### src/rtl/uncached_dbus_bridge_if.sv
`default_nettype none
// ============================================================================
//  Module   : uncached_dbus_bridge_if
//  Purpose  : dbus request/response and cbus request/response bundle for the
//             uncached data bridge.
//  Revision : 1.0 - initial release
// ============================================================================
interface uncached_dbus_bridge_if #(
    parameter int ADDR_W = 32,
    parameter int DATA_W = 32
);
    logic                  dreq_valid;
    logic                  dreq_is_write;
    logic [ADDR_W-1:0]     dreq_addr;
    logic [DATA_W/8-1:0]   dreq_strobe;
    logic [DATA_W-1:0]     dreq_data;
    logic                  dresp_addr_ok;
    logic                  dresp_data_ok;
    logic [DATA_W-1:0]     dresp_data;
    logic                  creq_valid;
    logic                  creq_is_write;
    logic [ADDR_W-1:0]     creq_addr;
    logic [DATA_W/8-1:0]   creq_strobe;
    logic [DATA_W-1:0]     creq_data;
    logic [2:0]            creq_size;
    logic [3:0]            creq_len;
    logic                  cresp_ready;
    logic                  cresp_last;
    logic [DATA_W-1:0]     cresp_data;

    // The bridge itself: responder on dbus, requester on cbus.
    modport slave (
        input  dreq_valid, dreq_is_write, dreq_addr, dreq_strobe, dreq_data,
        output dresp_addr_ok, dresp_data_ok, dresp_data,
        output creq_valid, creq_is_write, creq_addr, creq_strobe, creq_data,
        output creq_size, creq_len,
        input  cresp_ready, cresp_last, cresp_data
    );

    // The surrounding environment (translation unit plus cbus arbiter).
    modport master (
        output dreq_valid, dreq_is_write, dreq_addr, dreq_strobe, dreq_data,
        input  dresp_addr_ok, dresp_data_ok, dresp_data,
        input  creq_valid, creq_is_write, creq_addr, creq_strobe, creq_data,
        input  creq_size, creq_len,
        output cresp_ready, cresp_last, cresp_data
    );
endinterface
`default_nettype wire

### src/rtl/uncached_dbus_bridge.sv
`default_nettype none
// ============================================================================
//  Module   : uncached_dbus_bridge
//  Purpose  : Replays one uncached dbus request at a time as a single-beat
//             cbus transaction. Optional macro UNCACHED_STORE_BUFFER_EN posts
//             stores (early data_ok, completion drains without a response).
//  Revision : 1.0 - initial release
// ============================================================================
module uncached_dbus_bridge #(
    parameter int ADDR_W = 32,
    parameter int DATA_W = 32
) (
    input  wire logic               clk,
    input  wire logic               resetn,
    uncached_dbus_bridge_if.slave   bus
);
    localparam int         c_STRB_W   = DATA_W / 8;
    localparam logic [1:0] c_ST_IDLE  = 2'd0;
    localparam logic [1:0] c_ST_ISSUE = 2'd1;
    localparam logic [1:0] c_ST_RESP  = 2'd2;

    logic [1:0]          r_state;
    logic [1:0]          w_next_state;
    logic                r_is_write;
    logic [ADDR_W-1:0]   r_addr;
    logic [c_STRB_W-1:0] r_strobe;
    logic [DATA_W-1:0]   r_data;
    logic [DATA_W-1:0]   r_rdata;
    logic                w_accept;
    logic                w_done;

    assign w_accept = (r_state == c_ST_IDLE) && bus.dreq_valid;
    assign w_done   = (r_state == c_ST_ISSUE) && bus.cresp_ready && bus.cresp_last;

    always_ff @(posedge clk or negedge resetn) begin
        if (!resetn) r_state <= c_ST_IDLE;
        else         r_state <= w_next_state;
    end

    always_comb begin
        w_next_state = r_state;
        case (r_state)
            c_ST_IDLE:  if (w_accept) w_next_state = c_ST_ISSUE;
            c_ST_ISSUE: begin
                if (w_done) begin
`ifdef UNCACHED_STORE_BUFFER_EN
                    // Posted stores were already acknowledged; just drain.
                    w_next_state = r_is_write ? c_ST_IDLE : c_ST_RESP;
`else
                    w_next_state = c_ST_RESP;
`endif
                end
            end
            c_ST_RESP:  w_next_state = c_ST_IDLE;
            default:    w_next_state = c_ST_IDLE;
        endcase
    end

`ifdef UNCACHED_STORE_BUFFER_EN
    logic r_issue_first;

    always_ff @(posedge clk or negedge resetn) begin
        if (!resetn) r_issue_first <= 1'b0;
        else         r_issue_first <= w_accept;
    end
`endif

    always_ff @(posedge clk or negedge resetn) begin
        if (!resetn) begin
            r_is_write <= 1'b0;
            r_addr     <= '0;
            r_strobe   <= '0;
            r_data     <= '0;
            r_rdata    <= '0;
        end else begin
            if (w_accept) begin
                r_is_write <= bus.dreq_is_write;
                r_addr     <= bus.dreq_addr;
                r_strobe   <= bus.dreq_strobe;
                r_data     <= bus.dreq_data;
            end
            if (w_done) r_rdata <= r_is_write ? '0 : bus.cresp_data;
        end
    end

    always_comb begin
        bus.dresp_addr_ok = (r_state == c_ST_IDLE) && bus.dreq_valid;
        bus.creq_valid    = (r_state == c_ST_ISSUE);
        bus.dresp_data_ok = (r_state == c_ST_RESP);
`ifdef UNCACHED_STORE_BUFFER_EN
        if ((r_state == c_ST_ISSUE) && r_issue_first && r_is_write)
            bus.dresp_data_ok = 1'b1;
`endif
    end

    assign bus.dresp_data    = r_rdata;
    assign bus.creq_is_write = r_is_write;
    assign bus.creq_addr     = r_addr;
    assign bus.creq_strobe   = r_strobe;
    assign bus.creq_data     = r_data;
    assign bus.creq_size     = 3'b010;
    assign bus.creq_len      = 4'b0000;
endmodule
`default_nettype wire

### src/flat_wrapper.sv
// flat-port wrapper written by rule: the top's interface ports become plain ports
module uncached_dbus_bridge_flat 
#(
    parameter int ADDR_W = 32,
    parameter int DATA_W = 32
)
  (clk, resetn, bus_dreq_valid, bus_dreq_is_write, bus_dreq_addr, bus_dreq_strobe, bus_dreq_data, bus_dresp_addr_ok, bus_dresp_data_ok, bus_dresp_data, bus_creq_valid, bus_creq_is_write, bus_creq_addr, bus_creq_strobe, bus_creq_data, bus_creq_size, bus_creq_len, bus_cresp_ready, bus_cresp_last, bus_cresp_data);
  uncached_dbus_bridge_if #(.ADDR_W(ADDR_W), .DATA_W(DATA_W)) bus_i ();
  input  wire logic clk;
  input  wire logic resetn;
  input wire logic [$bits(bus_i.dreq_valid)-1:0] bus_dreq_valid;
  input wire logic [$bits(bus_i.dreq_is_write)-1:0] bus_dreq_is_write;
  input wire logic [$bits(bus_i.dreq_addr)-1:0] bus_dreq_addr;
  input wire logic [$bits(bus_i.dreq_strobe)-1:0] bus_dreq_strobe;
  input wire logic [$bits(bus_i.dreq_data)-1:0] bus_dreq_data;
  output wire logic [$bits(bus_i.dresp_addr_ok)-1:0] bus_dresp_addr_ok;
  output wire logic [$bits(bus_i.dresp_data_ok)-1:0] bus_dresp_data_ok;
  output wire logic [$bits(bus_i.dresp_data)-1:0] bus_dresp_data;
  output wire logic [$bits(bus_i.creq_valid)-1:0] bus_creq_valid;
  output wire logic [$bits(bus_i.creq_is_write)-1:0] bus_creq_is_write;
  output wire logic [$bits(bus_i.creq_addr)-1:0] bus_creq_addr;
  output wire logic [$bits(bus_i.creq_strobe)-1:0] bus_creq_strobe;
  output wire logic [$bits(bus_i.creq_data)-1:0] bus_creq_data;
  output wire logic [$bits(bus_i.creq_size)-1:0] bus_creq_size;
  output wire logic [$bits(bus_i.creq_len)-1:0] bus_creq_len;
  input wire logic [$bits(bus_i.cresp_ready)-1:0] bus_cresp_ready;
  input wire logic [$bits(bus_i.cresp_last)-1:0] bus_cresp_last;
  input wire logic [$bits(bus_i.cresp_data)-1:0] bus_cresp_data;
  assign bus_i.dreq_valid = bus_dreq_valid;
  assign bus_i.dreq_is_write = bus_dreq_is_write;
  assign bus_i.dreq_addr = bus_dreq_addr;
  assign bus_i.dreq_strobe = bus_dreq_strobe;
  assign bus_i.dreq_data = bus_dreq_data;
  assign bus_dresp_addr_ok = bus_i.dresp_addr_ok;
  assign bus_dresp_data_ok = bus_i.dresp_data_ok;
  assign bus_dresp_data = bus_i.dresp_data;
  assign bus_creq_valid = bus_i.creq_valid;
  assign bus_creq_is_write = bus_i.creq_is_write;
  assign bus_creq_addr = bus_i.creq_addr;
  assign bus_creq_strobe = bus_i.creq_strobe;
  assign bus_creq_data = bus_i.creq_data;
  assign bus_creq_size = bus_i.creq_size;
  assign bus_creq_len = bus_i.creq_len;
  assign bus_i.cresp_ready = bus_cresp_ready;
  assign bus_i.cresp_last = bus_cresp_last;
  assign bus_i.cresp_data = bus_cresp_data;
  uncached_dbus_bridge #(.ADDR_W(ADDR_W), .DATA_W(DATA_W)) u_core (.clk(clk), .resetn(resetn), .bus(bus_i));
endmodule
### config.mk
export PLATFORM = sky130hd
export DESIGN_NAME = uncached_dbus_bridge_flat
export DESIGN_NICKNAME = d
export VERILOG_FILES = /design/src/rtl/uncached_dbus_bridge_if.sv /design/src/rtl/uncached_dbus_bridge.sv /design/src/flat_wrapper.sv
export SDC_FILE = /design/constraint.sdc
export NUM_CORES = 1
export LEC_CHECK = 0
export ABC_CLOCK_PERIOD_IN_PS = 4100
export BUFFER_PORTS_ARGS = -buffer_cell sky130_fd_sc_hd__buf_2
export CORE_MARGIN = 2
export CORE_UTILIZATION = 30
export DETAILED_ROUTE_END_ITERATION = 6
export PLACE_DENSITY_LB_ADDON = 0.3
export REMOVE_ABC_BUFFERS = 1
export SKIP_CTS_REPAIR_TIMING = 1
export SYNTH_ARGS = -nofsm -noshare
export SYNTH_HDL_FRONTEND = slang
export SYNTH_SLANG_ARGS = --single-unit
### constraint.sdc
create_clock -name clk -period 4.1 [get_ports clk]
set_clock_uncertainty 0.05 [all_clocks]
set_input_delay 1.23 -clock clk [delete_from_list [all_inputs] [get_ports clk]]
set_output_delay 1.23 -clock clk [all_outputs]
set_load 0.02 [all_outputs]
==> results of run 1 <==
==> report_power, final <==
group	total, mW	internal (mW)	switching (mW)
combinational	2.14	0.938	1.20
clock	0.900	0.546	0.353
sequential	1.77	1.52	0.248
total	4.81	3.01	1.80
==> sequential cells by signal, summed over array words and instances (netlist names) <==
register	cells
u_core.bus.creq_is_write	1
u_core.bus.creq_addr	32
u_core.bus.dresp_data	32
u_core.bus.creq_strobe	4
u_core.bus.creq_data	32
u_core.r_state	2
==> path summary, 6_finish.rpt <==
check                                                 end  slack, ps  depth (start not counted)
worst min-delay path              u_core.bus.creq_addr[4]        430                          1
min in group asynchronous       u_core.bus.dresp_data[20]       1040                          1
worst max register to register  u_core.bus.dresp_data[21]       2120                          3
worst min register to register    u_core.bus.creq_addr[4]        430                          1
max in group asynchronous        u_core.bus.creq_data[23]       2100                          2
worst max-delay path                    bus_dresp_addr_ok       1110                          3
==> layout by cell type, fill, tap and decap left out <==
master | Yosys | routed
nor2b_1 | 26 | 26
nor3b_2 | 0 | 1
bufinv_16 | 0 | 2
and2b_1 | 8 | 8
conb_1 | 2 | 7
clkbuf_16 | 0 | 9
a21o_1 | 1 | 1
nand2_1 | 1 | 1
clkinv_2 | 0 | 2
mux2_4 | 29 | 29
and4b_2 | 0 | 1
clkbuf_1 | 3 | 1
mux2_2 | 48 | 48
mux2_1 | 24 | 24
buf_2 | 0 | 208
buf_4 | 8 | 5
dfrtp_1 | 103 | 103
clkbuf_8 | 0 | 1
==> layer usage <==
metal	track usage	up-vias
met5	0	-
met4	0.05114	0
met3	0.05535	9
met2	0.1827	149
met1	0.1291	1383
li1	-	1302
==> cells in the mapped netlist <==
cell type,count,area [um2]
conb_1,2,7.510
buf_4,8,60.06
a21o_1,1,7.510
nor2b_1,26,162.7
clkbuf_1,3,11.26
and2b_1,8,60.06
nand2_1,1,3.750
mux2_2,48,540.5
dfrtp_1,103,2577
nor3b_1,1,7.510
buf_6,11,123.9
mux2_4,29,435.4
mux2_1,24,270.3
and4b_1,1,10.01
==> cells by family after synthesis <==
logic type             count (synthesis)  share of synthesized area
buffers and inverters                 22                    0.04563
DFF                                  103                     0.6025
other                                  2                   0.001756
muxes                                101                     0.2913
and+or+nand+nor                       37                    0.05704
AOI/OAI and AO/OA                      1                   0.001756
==> area by class of cell <==
type                            count  area, um2  share of cell area
Sequential cell                   103       2577              0.4503
Multi-Input combinational cell    146       1530              0.2673
Timing Repair Buffer              213       1079              0.1884
Clock buffer                       11      242.7             0.04240
Tap cell                          180      225.2             0.03934
Clock inverter                      4      70.07             0.01224
==> per-stage QoR <==
| stage | power [mW] | instance area (um2) | setup TNS (ps) |
|---|---|---|---|
| after detailed placement | 3.962 | 5411 | 0 |
| after floorplan | 3.217 | 4101 | -245980 |
| final | 4.805 | 5724 | 0 |
| after global routing | 5.112 | 5724 | 0 |
| after global placement | 3.909 | 5411 | 0 |
| after CTS | 4.888 | 5724 | 0 |
==> results.sh, run 1 <==
export IMPL_place_ws_ps=1088
export IMPL_clockRootBuffer="clkbuf_16"
export IMPL_netlist_instances=266
export IMPL_power_density_nw_per_um2=839.4
export IMPL_place_gp_congestion=0.7124
export IMPL_crit_path_start="bus_dreq_valid"
export IMPL_maxCapViolCount=0
export IMPL_cp_slowest_cell="buf_2"
export IMPL_clock_latency_ps=340
export IMPL_clkSlewWorstSetupHoldPaths_ps=60
export IMPL_rsz0062_at_grt="no"
export IMPL_worst_hold_slack_ps=430.0
export IMPL_die_area_um2=15230
export IMPL_n_antenna_cell=0
export IMPL_ys_warn_count=0
export IMPL_via_count=2843
export IMPL_fp_dieH_um=123.4
export IMPL_grt_pass1_wl_um=13470
export IMPL_hold_start="u_core.bus.creq_addr[4]"
export IMPL_netlist_area_um2=4278
export IMPL_path_common_cell="buf_2"
export IMPL_path_class="input port to output port"
export IMPL_start_util=0.3082
export IMPL_place_inst=642
export IMPL_wirelength_met1_um=3604
export IMPL_setup_slack_ps=1108
export IMPL_ant_nets=0
export IMPL_fin_crit_sh=0.7296
export IMPL_crit_required_ps=2820
export IMPL_numPortBuffers=209
export IMPL_grtUsageTotal=0.1143
export IMPL_wl_per_cell_um=13.57
export IMPL_synth_seq_cells=103
export IMPL_die_x_um=123.4
export IMPL_cp_max_fo=2
export IMPL_p_leak_nw=2.888
export IMPL_met2_length_um=4070
export IMPL_cts_made_buffers=9
export IMPL_cts_tree="built"
export IMPL_clock_sinks=103
export IMPL_relSlewSlack=0.2779
export IMPL_crit_path_cell_trace="buf_2 > nor3b_2 > buf_2"
export IMPL_ir_worst_vdd_v=0.0003619
export IMPL_final_layout_size_suffix_gt1_frac=0.6415
export IMPL_drt_iter0_drc=64
export IMPL_hold_class="register to register"
export IMPL_path_buf_inv=2
export IMPL_status="complete, no violations"
export IMPL_critical_path_top_delay_family="buffers and inverters"
export IMPL_start_kind="input port"
export IMPL_fill_cells=1299
export IMPL_timing_final_crit_period_ps=2992
export IMPL_drc=0
export IMPL_syn_area_per_cell_um2=16.08
export IMPL_grt_pass1_vias=2799
export IMPL_final_cells=657
export IMPL_endpoint_kind="output port"
export IMPL_ys_seq_area_frac=0.6025
export IMPL_dp_hpwl_um=6579
export IMPL_post_route_util=0.4124
export IMPL_max_stage_delay_ps=230
export IMPL_clock_path_buffers=2
export IMPL_core_area_um2=13880
export IMPL_antenna_found_initial=0
export IMPL_synth_cell_type_count=14
export IMPL_finalHoldViolCount=0
export IMPL_viasPerCell=4.327
export IMPL_htree_num_levels=3
export IMPL_wl_met3_um=1098
export IMPL_io_pins=217
export IMPL_nets=579
export IMPL_area_growth_pct=33.81
export IMPL_r2r_start="u_core.r_state[1]"
export IMPL_drt_wl_total_um=8913
export IMPL_grt_max_degree=88
export IMPL_worst_slew_pin_transition_ps=1083
export IMPL_maxSlewViolCount=0
export IMPL_routed_top_layer="met4"
export IMPL_first_pass_iters=4
export IMPL_fmax_ghz=0.3343
export IMPL_rows=43
export IMPL_globalRouteOverflowTotal=0
export IMPL_finalSetupViolations=0
export IMPL_crit_arrival_ps=1710
Note: power is estimated with default switching activity, not from simulation.
==> inputs of run 2 (changes only) <==
--- a/config.mk
+++ b/config.mk
@@ -5,7 +5,7 @@
 export SDC_FILE = /design/constraint.sdc
 export NUM_CORES = 1
 export LEC_CHECK = 0
-export ABC_CLOCK_PERIOD_IN_PS = 4100
+export ABC_CLOCK_PERIOD_IN_PS = 2800
 export BUFFER_PORTS_ARGS = -buffer_cell sky130_fd_sc_hd__buf_2
 export CORE_MARGIN = 2
 export CORE_UTILIZATION = 30
==> constraint.sdc (replaced) <==
create_clock -name clk -period 2.8 [get_ports clk]
set_clock_uncertainty 0.05 [all_clocks]
set_input_delay 0.84 -clock clk [delete_from_list [all_inputs] [get_ports clk]]
set_output_delay 0.84 -clock clk [all_outputs]
set_load 0.02 [all_outputs]
==> run 2 against run 1 <==
Compared with the run above: core utilization increased by 0.57 points; global-route usage increased by 0.71 points; hold slack got worse by 12 ps; clock power increased by 58%; sequential cell count unchanged; largest cell class unchanged; highest routed layer unchanged.
==> results.sh, run 2 (synthesis gave the netlist of run 1 again) <==
export IMPL_cts_tree="built"
export IMPL_fp_dieH_um=123.4
export IMPL_rows=43
export IMPL_drc=0
export IMPL_antenna_found_initial=0
export IMPL_place_gp_congestion=0.6880
export IMPL_rsz0062_at_grt="no"
export IMPL_place_ws_ps=352.1
export IMPL_endpoint_kind="output port"
export IMPL_worst_slew_pin_transition_ps=540.9
export IMPL_setup_slack_ps=397.3
export IMPL_path_common_cell="buf_2"
export IMPL_final_common_cell="buf_2"
export IMPL_clkSlewWorstSetupHoldPaths_ps=70
export IMPL_fmax_ghz=0.4162
export IMPL_p_leak_nw=2.907
export IMPL_crit_path_start="bus_dreq_valid"
export IMPL_crit_path_cell_trace="buf_2 > nor3b_2 > buf_2"
export IMPL_nets=580
export IMPL_top_usage_layer="met2"
export IMPL_start_kind="input port"
export IMPL_start_util=0.3082
export IMPL_io_pins=217
export IMPL_n_antenna_cell=0
export IMPL_first_pass_iters=3
export IMPL_grt_pass1_wl_um=13990
export IMPL_grtUsageTotal=0.1214
export IMPL_globalRouteOverflowTotal=0
export IMPL_path_class="input port to output port"
export IMPL_fin_crit_sh=0.8581
export IMPL_cp_max_fo=2
export IMPL_ir_worst_vdd_v=0.0006041
export IMPL_numPortBuffers=209
export IMPL_finalSetupTns_ps=0
export IMPL_area_growth_pct=35.65
export IMPL_path_buf_inv=2
export IMPL_clock_sinks=103
export IMPL_cp_slowest_cell="nor3b_2"
export IMPL_grt_util_met3=0.05904
export IMPL_dp_hpwl_um=6675
export IMPL_core_area_um2=13880
export IMPL_ant_nets=0
export IMPL_layout_common_cells="buf_2, dfrtp_1, mux2_2, mux2_4, nor2b_1"
export IMPL_clock_path_buffers=2
export IMPL_viasPerCell=4.269
export IMPL_fill_cells=1314
export IMPL_r2r_start="u_core.r_state[0]"
export IMPL_status="complete, no violations"
export IMPL_final_layout_size_suffix_gt1_frac=0.6451
export IMPL_hold_class="input port to asynchronous set/reset pin"
export IMPL_timing_final_crit_period_ps=2403
export IMPL_globalRouteMet1Util=0.1431
export IMPL_clock_latency_ps=340
export IMPL_grt_max_degree=71
export IMPL_finalHoldViolCount=0
export IMPL_htree_num_levels=3
export IMPL_finalSetupViolations=0
export IMPL_critical_path_top_delay_family="simple AND/OR/NAND/NOR gates"
export IMPL_crit_arrival_ps=1510
export IMPL_relSlewSlack=0.6394
export IMPL_max_stage_delay_ps=340
export IMPL_maxCapViolCount=0
export IMPL_drt_iter0_drc=43
export IMPL_drt_wl_total_um=9074
export IMPL_cts_made_buffers=9
export IMPL_grt_met2_usage=0.1844
export IMPL_clockRootBuffer="clkbuf_16"
export IMPL_via_count=2813
export IMPL_maxSlewViolCount=0
export IMPL_power_density_nw_per_um2=1234
export IMPL_grt_pass1_vias=2895
export IMPL_die_area_um2=15230
export IMPL_wl_per_cell_um=13.77
export IMPL_crit_required_ps=1910
export IMPL_die_x_um=123.4
[run 2: changes by cell type in the layout (fill, tap and decap cells not counted), sizes merged]
cell,change
bufinv,+1
clkinv,-1
buf,+1
clkinvlp,+3
clkbuf,-2
[run 2: area by class of cell]
cell class                 count  area [um2]  area share
multi-input combinational    146        1530      0.2637
timing repair buffer         214        1124      0.1936
clock inverter                 7       121.4     0.02091
clock buffer                   9       225.2     0.03881
tap                          180       225.2     0.03881
sequential                   103        2577      0.4442
[run 2: path summary, 6_finish.rpt]
path	to	slack [ps]	cells past startpoint
hold / removal	u_core.bus.dresp_data[0]	420	1
setup reg to reg	u_core.bus.creq_data[16]	1010	3
setup / recovery	bus_dresp_addr_ok	400	3
min in group clk	u_core.bus.creq_strobe[3]	430	1
hold reg to reg	u_core.bus.creq_strobe[3]	430	1
max in group asynchronous	u_core.bus.creq_data[6]	1620	2
[run 2: stage by stage]
step | std cells | total power, mW | hold WS [ps] | util | cell area, um2
CTS | 659 | 7.283 | 429.6 | 0.4181 | 5803
floorplan | 249 | 4.710 | 494.4 | - | 4101
finish | 659 | 7.161 | 418.3 | 0.4181 | 5803
detailed placement | 643 | 5.820 | 422.4 | 0.3931 | 5456
global route | 659 | 7.637 | 441.7 | 0.4181 | 5803
global placement | 643 | 5.754 | 411.6 | 0.3931 | 5456
[run 2: metal layers]
layer | share of wire | routed length [um] | vias to the layer above
met1 | 0.42 | 3767 | 1352
met4 | 0.019 | 173 | 0
met2 | 0.44 | 3969 | 146
li1 | - | - | 1304
met5 | 0 | 0 | -
met3 | 0.13 | 1164 | 11
[run 2: report_power, final]
| group | internal [mW] | switching [mW] | leakage, nW | total (mW) |
|---|---|---|---|---|
| clock network | 0.874 | 0.548 | 0.158 | 1.42 |
| registers | 2.23 | 0.363 | 1.24 | 2.59 |
| logic | 1.39 | 1.76 | 1.51 | 3.15 |
| total | 4.49 | 2.67 | 2.91 | 7.16 |
==> inputs of run 3 (changes only) <==
--- a/config.mk
+++ b/config.mk
@@ -5,6 +5,7 @@
 export SDC_FILE = /design/constraint.sdc
 export NUM_CORES = 1
 export LEC_CHECK = 0
+export ABC_AREA = 1
 export ABC_CLOCK_PERIOD_IN_PS = 2800
 export BUFFER_PORTS_ARGS = -buffer_cell sky130_fd_sc_hd__buf_2
 export CORE_MARGIN = 2
==> run 3 against run 2 <==
Compared with the run above: core utilization shrank 1.4 points; final cell count up 38%; area after synthesis rose by 3.2%; synthesized cell count up 98%; largest power group unchanged.
==> results.sh, run 3 <==
export IMPL_timing_final_crit_period_ps=2172
export IMPL_final_layout_size_suffix_gt1_frac=0.3287
export IMPL_worst_slew_pin_transition_ps=772.4
export IMPL_area_growth_pct=32.66
export IMPL_cts_made_buffers=9
export IMPL_maxSlewViolCount=0
export IMPL_io_pins=217
export IMPL_drt_wl_total_um=12510
export IMPL_async_flop_share=1.000
export IMPL_crit_path_start="bus_dreq_valid"
export IMPL_power_density_nw_per_um2=1163
export IMPL_ir_worst_vdd_v=0.0005097
export IMPL_via_count=3950
export IMPL_drt_iter0_drc=268
export IMPL_nets=825
export IMPL_fp_dieH_um=125.3
export IMPL_yosys_area_share_adder=0
export IMPL_synth_main_ff_cell="dfrtp_1"
export IMPL_ant_nets=0
export IMPL_worstRegToRegCells=5
export IMPL_ys_warn_count=0
export IMPL_finalSetupTns_ps=0
export IMPL_clock_sinks=103
export IMPL_crit_required_ps=1910
export IMPL_start_util=0.3048
export IMPL_die_area_um2=15700
export IMPL_worst_hold_slack_ps=411.8
export IMPL_dp_hpwl_um=8264
export IMPL_synth_top_area_cell="dfrtp_1"
export IMPL_synth_cell_type_count=14
export IMPL_fin_crit_sh=0.7759
export IMPL_clock_latency_ps=340
export IMPL_crit_path_cell_trace="buf_2 > nand2_2 > inv_1 > buf_2"
export IMPL_final_common_cell="buf_2"
export IMPL_fin_area_um2=5854
export IMPL_relSlewSlack=0.4851
export IMPL_cp_max_fo=2
export IMPL_start_kind="input port"
export IMPL_path_common_cell="buf_2"
export IMPL_cp_num_cells=4
export IMPL_max_stage_delay_ps=170
export IMPL_synth_seq_cells=103
export IMPL_r2r_start="u_core.r_state[1]"
export IMPL_maxCapViolCount=0
export IMPL_place_gp_congestion=0.7739
export IMPL_path_class="input port to output port"
export IMPL_cp_slowest_cell="buf_2"
export IMPL_grt_pass1_wl_um=20310
export IMPL_final_cells=908
export IMPL_wl_per_cell_um=13.78
export IMPL_crit_arrival_ps=1280
export IMPL_place_inst=892
export IMPL_layout_common_cells="buf_2, nand2_1, dfrtp_1, nand3_1, inv_1"
export IMPL_antenna_found_initial=0
export IMPL_rows=44
export IMPL_regToRegEndpoint="u_core.bus.dresp_data[18]"
export IMPL_fmax_ghz=0.4603
export IMPL_drc=0
export IMPL_path_buf_inv=3
export IMPL_post_route_util=0.4043
export IMPL_clockRootBuffer="clkbuf_16"
export IMPL_synthSimpleGateAreaFrac=0.3261
export IMPL_syn_area_per_cell_um2=8.374
export IMPL_cts_tree="built"
export IMPL_synth_xor_area_share=0
export IMPL_viasPerCell=4.350
export IMPL_critical_path_top_delay_family="buffers and inverters"
export IMPL_finalHoldViolCount=0
export IMPL_clkSlewWorstSetupHoldPaths_ps=70
export IMPL_hold_class="input port to asynchronous set/reset pin"
export IMPL_globalRouteOverflowTotal=0
export IMPL_synth_edf_count=0
export IMPL_rrSetupSlack_ps=1200
export IMPL_n_antenna_cell=0
export IMPL_netlist_area_um2=4413
export IMPL_ys_seq_area_frac=0.5841
export IMPL_grt_max_degree=71
export IMPL_grt_pass1_vias=3874
export IMPL_finalSetupViolations=0
export IMPL_place_area_um2=5540
export IMPL_p_leak_nw=3.541
export IMPL_synth_top_family_by_area="simple AND/OR/NAND/NOR gates"
export IMPL_netlist_instances=527
export IMPL_first_pass_iters=4
export IMPL_synth_mux_area_frac=0
export IMPL_numPortBuffers=209
export IMPL_cp_endpoint="bus_dresp_addr_ok"
export IMPL_synth_compound_area_frac=0
export IMPL_htree_num_levels=3
export IMPL_clock_path_buffers=2
export IMPL_grtUsageTotal=0.1624
export IMPL_core_area_um2=14480
export IMPL_post_synth_top_count_cell="nand2_1"
export IMPL_rsz0062_at_grt="no"
export IMPL_status="complete, no violations"
export IMPL_endpoint_kind="output port"
export IMPL_synthTopCellsByArea="dfrtp_1, nand2_1, nand3_1"
export IMPL_synth_top_area_frac=0.5841
export IMPL_synthTopCellsByCount="nand2_1, dfrtp_1, nand3_1"
export IMPL_die_x_um=125.3
==> run 3: layout make-up <==
type                            instances  area [um2]
Timing Repair Buffer                  218        1129
Fill cell                            1540        8625
Clock inverter                          6       85.08
Inverter                               37       138.9
Tap cell                              184       230.2
Clock buffer                           10       229.0
Sequential cell                       103        2577
Multi-Input combinational cell        350        1465
==> run 3: cell families (layout without fill, tap and decap cells) <==
logic type | after synthesis | in the layout
and+or+nand+nor | 343 | 343
other | 2 | 7
DFF | 103 | 103
buffers and inverters | 79 | 271
==> run 3: layer usage <==
| layer | up-vias | global-route usage | routed length [um] |
|---|---|---|---|
| met5 | - | 0 | 0 |
| met4 | 0 | 0.05490 | 269 |
| met3 | 18 | 0.03808 | 498 |
| met2 | 93 | 0.2759 | 6246 |
| met1 | 1854 | 0.2042 | 5495 |
| li1 | 1985 | - | - |
==> run 3: metrics by stage <==
step	power, mW	worst slack [ps]
2_1_floorplan	4.309	-447.1
3_3_place_gp	5.520	610.5
3_5_place_dp	5.550	602.8
4_1_cts	6.918	601.0
5_1_grt	7.320	598.4
6_report	6.808	627.5
==> run 3: report_power, final <==
| group | internal (mW) | total [mW] | switching (mW) |
|---|---|---|---|
| clock network | 0.781 | 1.34 | 0.555 |
| registers | 2.15 | 2.48 | 0.334 |
| logic | 0.908 | 2.99 | 2.08 |
==> run 3: how the worst min path moves through the flow <==
stage	startpoint	slack [ps]	to	depth (start not counted)
6_report	resetn	410	u_core.bus.dresp_data[28]	1
5_1_grt	resetn	430	u_core.bus.dresp_data[25]	1
4_1_cts	resetn	420	u_core.bus.dresp_data[25]	1
3_5_place_dp	u_core.bus.dresp_data[12]	400	u_core.bus.dresp_data[12]	2
3_3_place_gp	u_core.bus.creq_addr[31]	400	u_core.bus.creq_addr[31]	2
2_1_floorplan	resetn	490	u_core.bus.creq_addr[0]	0
